===== src/rtl/sevenseg_scan_driver.sv =====
// sevenseg_scan_driver: double-buffered 8-digit multiplexed seven-segment scanner.
// In: CLK, nrst (sync, active-low), value/dp/blank/lz_en, load. Out: seg, seg_dp, an, frame_done, pending.
module sevenseg_scan_driver #(
    parameter int DWELL_CYC      = 50000,
    parameter int GHOST_CYC      = 500,
    parameter int SEG_ACTIVE_LOW = 1,
    parameter int AN_ACTIVE_LOW  = 1
) (
    input  logic        CLK,
    input  logic        nrst,
    input  logic [31:0] value,
    input  logic [7:0]  dp,
    input  logic [7:0]  blank,
    input  logic        lz_en,
    input  logic        load,
    output logic [6:0]  seg,
    output logic        seg_dp,
    output logic [7:0]  an,
    output logic        frame_done,
    output logic        pending
);

    localparam int CW = (DWELL_CYC > 1) ? $clog2(DWELL_CYC) : 1;
    localparam logic [CW-1:0] CNT_LAST  = CW'(DWELL_CYC - 1);
    localparam logic [CW-1:0] CNT_GHOST = CW'(GHOST_CYC);
    localparam logic SEG_POL = (SEG_ACTIVE_LOW != 0);
    localparam logic AN_POL  = (AN_ACTIVE_LOW != 0);

    logic [CW-1:0] cnt;
    logic [2:0]    idx;

    logic [31:0] sh_value;
    logic [7:0]  sh_dp;
    logic [7:0]  sh_blank;
    logic        sh_lz;

    logic [31:0] d_value;
    logic [7:0]  d_dp;
    logic [7:0]  d_blank;
    logic        d_lz;

    logic        slot_end;
    logic        boundary;
    logic [3:0]  nib;
    logic [31:0] upper;
    logic        lz_hit;
    logic        drive;
    logic [6:0]  seg_hi;
    logic [6:0]  seg_nxt;
    logic        dp_nxt;
    logic [7:0]  an_nxt;

    assign slot_end = (cnt == CNT_LAST);
    assign boundary = slot_end && (idx == 3'd7);

    // Digit selected by the current scan state; outputs are registered from it.
    always_comb begin
        nib    = d_value[{idx, 2'b00} +: 4];
        upper  = d_value >> {idx, 2'b00};
        // A lit decimal point keeps an otherwise-suppressed zero visible.
        lz_hit = d_lz && (idx != 3'd0) && (upper == 32'd0) && !d_dp[idx];
        drive  = (cnt >= CNT_GHOST) && !d_blank[idx] && !lz_hit;
    end

    always_comb begin
        seg_hi = 7'h00;
        unique case (nib)
            4'h0: seg_hi = 7'h3F;
            4'h1: seg_hi = 7'h06;
            4'h2: seg_hi = 7'h5B;
            4'h3: seg_hi = 7'h4F;
            4'h4: seg_hi = 7'h66;
            4'h5: seg_hi = 7'h6D;
            4'h6: seg_hi = 7'h7D;
            4'h7: seg_hi = 7'h07;
            4'h8: seg_hi = 7'h7F;
            4'h9: seg_hi = 7'h6F;
            4'hA: seg_hi = 7'h77;
            4'hB: seg_hi = 7'h7C;
            4'hC: seg_hi = 7'h39;
            4'hD: seg_hi = 7'h5E;
            4'hE: seg_hi = 7'h79;
            4'hF: seg_hi = 7'h71;
        endcase
    end

    // Polarity is applied by XOR so the off level follows the parameters.
    always_comb begin
        seg_nxt = (drive ? seg_hi : 7'h00) ^ {7{SEG_POL}};
        dp_nxt  = (drive && d_dp[idx]) ^ SEG_POL;
        an_nxt  = (drive ? (8'd1 << idx) : 8'd0) ^ {8{AN_POL}};
    end

    always_ff @(posedge CLK) begin
        if (!nrst) begin
            cnt        <= '0;
            idx        <= 3'd0;
            sh_value   <= 32'd0;
            sh_dp      <= 8'd0;
            sh_blank   <= 8'd0;
            sh_lz      <= 1'b0;
            d_value    <= 32'd0;
            d_dp       <= 8'd0;
            d_blank    <= 8'd0;
            d_lz       <= 1'b0;
            pending    <= 1'b0;
            frame_done <= 1'b0;
            seg        <= {7{SEG_POL}};
            seg_dp     <= SEG_POL;
            an         <= {8{AN_POL}};
        end else begin
            seg        <= seg_nxt;
            seg_dp     <= dp_nxt;
            an         <= an_nxt;
            frame_done <= boundary;

            if (slot_end) begin
                cnt <= '0;
                idx <= idx + 3'd1;
            end else begin
                cnt <= cnt + 1'b1;
            end

            if (load) begin
                sh_value <= value;
                sh_dp    <= dp;
                sh_blank <= blank;
                sh_lz    <= lz_en;
            end

            // A load landing on the boundary bypasses the shadow stage.
            if (boundary && load) begin
                d_value <= value;
                d_dp    <= dp;
                d_blank <= blank;
                d_lz    <= lz_en;
                pending <= 1'b0;
            end else if (boundary && pending) begin
                d_value <= sh_value;
                d_dp    <= sh_dp;
                d_blank <= sh_blank;
                d_lz    <= sh_lz;
                pending <= 1'b0;
            end else if (load) begin
                pending <= 1'b1;
            end
        end
    end

endmodule


===== config.mk =====
export PLATFORM = sky130hd
export DESIGN_NAME = sevenseg_scan_driver
export DESIGN_NICKNAME = d
export VERILOG_FILES = /design/src/rtl/sevenseg_scan_driver.sv
export SDC_FILE = /design/constraint.sdc
export NUM_CORES = 1
export LEC_CHECK = 0
export ABC_CLOCK_PERIOD_IN_PS = 3200
export CELL_PAD_IN_SITES_DETAIL_PLACEMENT = 1
export CELL_PAD_IN_SITES_GLOBAL_PLACEMENT = 2
export CORE_MARGIN = 3
export CORE_UTILIZATION = 32
export DETAILED_ROUTE_END_ITERATION = 12
export PLACE_DENSITY = 0.79
export SLEW_MARGIN = 0
export SYNTH_ARGS = -nofsm -noshare
export SYNTH_HDL_FRONTEND = slang
export SYNTH_SLANG_ARGS = --single-unit

===== constraint.sdc =====
create_clock -name CLK -period 3.2 [get_ports CLK]
set_clock_uncertainty 0.15 [all_clocks]
set_input_delay 0.64 -clock CLK [delete_from_list [all_inputs] [get_ports CLK]]
set_output_delay 0.64 -clock CLK [all_outputs]
set_load 0.02 [all_outputs]

==> key figures <==
Cells and area
  – Nets: 759
  – Area delta synth->final: 24.6%
  – Final Non-Filler Cells: 967
  – ANT cells: 0
  – Fraction of layout cells with a size suffix above 1: 10.6%

Critical path
  – Critical path startpoint category: flip-flop
  – Worst Path Required: 3.39 ns
  – Worst setup path start: idx[1]$_SDFFE_PN0N_
  – Reg-to-Reg End: an[2]$_SDFF_PN1_
  – Slowest cell on the critical path: dfxtp_1
  – Arrival time worst endpoint: 3.14 ns
  – Critical path class: reg2reg
  – Critical path's top delay family: multiplexers
  – FF-to-FF Start: idx[1]$_SDFFE_PN0N_
  – Crit end category: flip-flop
  – Worst-path fanout max: 14
  – Cell Chain, Critical Path: mux4_2 -> mux2i_4 -> and2_1 -> nand4_1 -> or4_4 -> o211ai_1
  – Max incr delay on CP: 0.70 ns
  – Reg2Reg Depth: 6
  – Bufs and invs on worst path: 0
  – Flop-to-flop setup slack: 0.25 ns

Timing
  – Number of max-slew violations in the final report: 0
  – Worst-Margin Slew: 0.875 ns
  – Fmax achieved: 338 MHz
  – Setup ws final: 0.245 ns
  – Setup TNS: 0 ns
  – Unrepaired setup endpoints after global routing: no
  – Rel. slew slack: 41.6%
  – Tcrit/Tclk final: 92.3%
  – Final setup vio count: 0
  – Final Hold Vio Count: 0
  – Final Critical Period: 2.95 ns

Worst hold path
  – HP Class: reg2reg
  – End of the worst hold path: d_blank[1]$_SDFFE_PN0P_
  – Hold path start: d_blank[1]$_SDFFE_PN0P_
  – Hold path depth: 2

Run status
  – Outcome: finished clean

Global routing
  – Initial antenna violation count: 0
  – First-pass GRT wire length: 28.0 mm
  – Vias in the first global route: 5210
  – GR Util All Layers: 16.4%
  – Total gr overflow: 0
  – Largest net degree at the start of global routing: 103

Synth
  – Dominant synthesized flop cell: dfxtp_1
  – Post-synth top area share: 43.6%
  – #FFs+latches synth: 135
  – Async S/R FF share, synth: 0%
  – Mean Syn Cell Area: 9.77 µm²
  – Post-synth EDFFs: 0
  – Synth area leader: dfxtp_1
  – Most frequent cells after synthesis: 135 x dfxtp_1, 61 x nand2_1, 57 x mux2i_1, 51 x nor2b_1, 36 x nor2_1
  – Seq/Total Area, Yosys: 43.6%
  – Mapped cell area: 6200 µm²
  – Synth unique cells: 54
  – Yosys warns: 0
  – Synth top area cells: dfxtp_1 44%, mux2i_1 9.2%, nor2b_1 5.1%
  – Most numerous cell in the Yosys netlist: dfxtp_1
  – Cells after synthesis: 635
  – Syn nets: 700

CTS
  – Htree depth: 4
  – Post-CTS resize count: 0
  – Sink Count: 135
  – Clock root buffer: clkbuf_16
  – Post-CTS setup buffers: 0
  – Clock-pin slew on the worst setup and hold paths: 0.06 ns
  – Longest Clk Path Bufs: 2
  – Clk Latency, worst-skew pair: 0.43 ns
  – CTS hold repair buffers: 0
  – Total CTS buffers: 17
  – TritonCTS clock tree: built

Routing
  – TritonRoute pass-1 iters: 4
  – Drt via density: 5.20
  – Final ANT Viol Nets: 0
  – Routed WL per cell: 17.7 µm
  – Vias: 5028
  – DRC: 0
  – 1st-iter DRT viols: 261
  – Final wirelength: 17.1 mm

Placed design
  – GP Congestion: 0.931
  – Placement Setup Slack: 0.280 ns
  – Dpl hpwl: 11.9 mm
  – Dpl cells: 935
  – Port Buf Inserts: 69

Flow run
  – MaxCap Viol Count: 0

Pwr
  – Sequential Power Share: 44.2%
  – Sw frac: 23.5%
  – Clock share of power: 50.2%
  – Combinational Power Share: 5.6%
  – P_leak: 2.85 nW
  – Switching power of the nets: 0.925 mW
  – Pwr Density: 510 nW/µm²
  – Peak VDD IR: 0.362 mV
  – Pint: 3.02 mW

Die
  – Die height: 145 µm
  – I/O pins: 70
  – Die Width: 145 µm
  – Row count: 50
  – Total core area: 18900 µm²
  – Die ar.: 21100 µm²
  – Starting Density: 32.8%
how the worst max path moves through the flow:
| stage | end | cells after the start | slack [ns] |
|---|---|---|---|
| floorplan | seg[3]$_SDFF_PN1_ | 10 | 0.17 |
| global placement | an[3]$_SDFF_PN1_ | 7 | 0.40 |
| detailed placement | seg[5]$_SDFF_PN1_ | 9 | 0.28 |
| CTS | seg[5]$_SDFF_PN1_ | 9 | 0.24 |
| global route | d_dp[2]$_SDFFE_PN0P_ | 8 | 0.05 |
| finish | an[2]$_SDFF_PN1_ | 6 | 0.25 |
power by group through the flow:
stage          clock [mW]  combinational, mW  sequential (mW)
2_1_floorplan           0              0.118             1.78
5_1_grt              2.10              0.240             1.75
3_3_place_gp            0              0.216             1.78
3_5_place_dp            0              0.223             1.78
4_1_cts              2.03              0.223             1.74
6_report             1.98              0.220             1.74
state kept, by name (all words and copies together) (netlist names):
register and cells:
seg 7, an 8, sh_lz 1, frame_done 1, d_dp 8, pending 1
idx 3, d_blank 8, sh_value 32, d_lz 1, sh_blank 8, seg_dp 1
cnt 16, sh_dp 8, d_value 32
stage by stage:
step	power [mW]	instance area (µm²)	utilization, %	hold WS [ns]
2_1_floorplan	1.89	6200	-	0.278
3_3_place_gp	1.99	7140	37.8	0.301
3_5_place_dp	2.00	7140	37.8	0.310
4_1_cts	4.00	7730	40.9	0.316
5_1_grt	4.09	7730	40.9	0.342
6_report	3.94	7730	40.9	0.311
cells in the final DEF (no fill, tap or decap), drive strengths merged, types with 4 or more instances in the layout:
cell,instances
a21oi,8
ha,13
mux2i,58
o221a,7
nand2,62
nand4,10
a211oi,4
clkinv,5
o221ai,34
clkdlybuf4s50,67
dfxtp,135
a21boi,34
o211ai,8
inv,15
nand3,7
clkinvlp,4
nor3,10
nor4,6
mux4,12
nor2,36
a221oi,4
and2,13
o22a,4
xor2,8
nor2b,51
buf,17
clkbuf,19
xnor2,5
o21ai,21
worst reg2reg max path, stage by stage (launching register included):
cell	delay, ns
dfxtp_1	0.70
mux4_2	0.61
mux2i_4	0.31
and2_1	0.24
nand4_1	0.10
or4_4	0.53
o211ai_1	0.23
cell type report:
cell class	instances	area, µm²
Multi-Input combinational cell	443	3270
Inverter	13	48.8
Fill cell	2137	11200
Tap cell	260	325
Clock buffer	19	443
Sequential cell	135	2700
Timing Repair Buffer	84	793
Clock inverter	13	148
layer usage:
| layer | GRT usage (%) | part of all wire, % | wire (µm) |
|---|---|---|---|
| met1 | 21.3 | 47 | 8060 |
| met2 | 26.6 | 47 | 8100 |
| met3 | 4.78 | 4.5 | 766 |
| met4 | 4.32 | 0.84 | 144 |
| met5 | 0 | 0 | 0 |
kinds of logic after synthesis:
kind of cell / Yosys count / synth area share [%]
buf+inv: 57 / 3.83
xor+xnor: 13 / 1.84
compound gates: 135 / 16.7
fa+ha+maj: 13 / 2.62
simple gates: 212 / 17.5
mux: 70 / 13.9
flops: 135 / 43.6
Power figures use the tool's default switching activity.
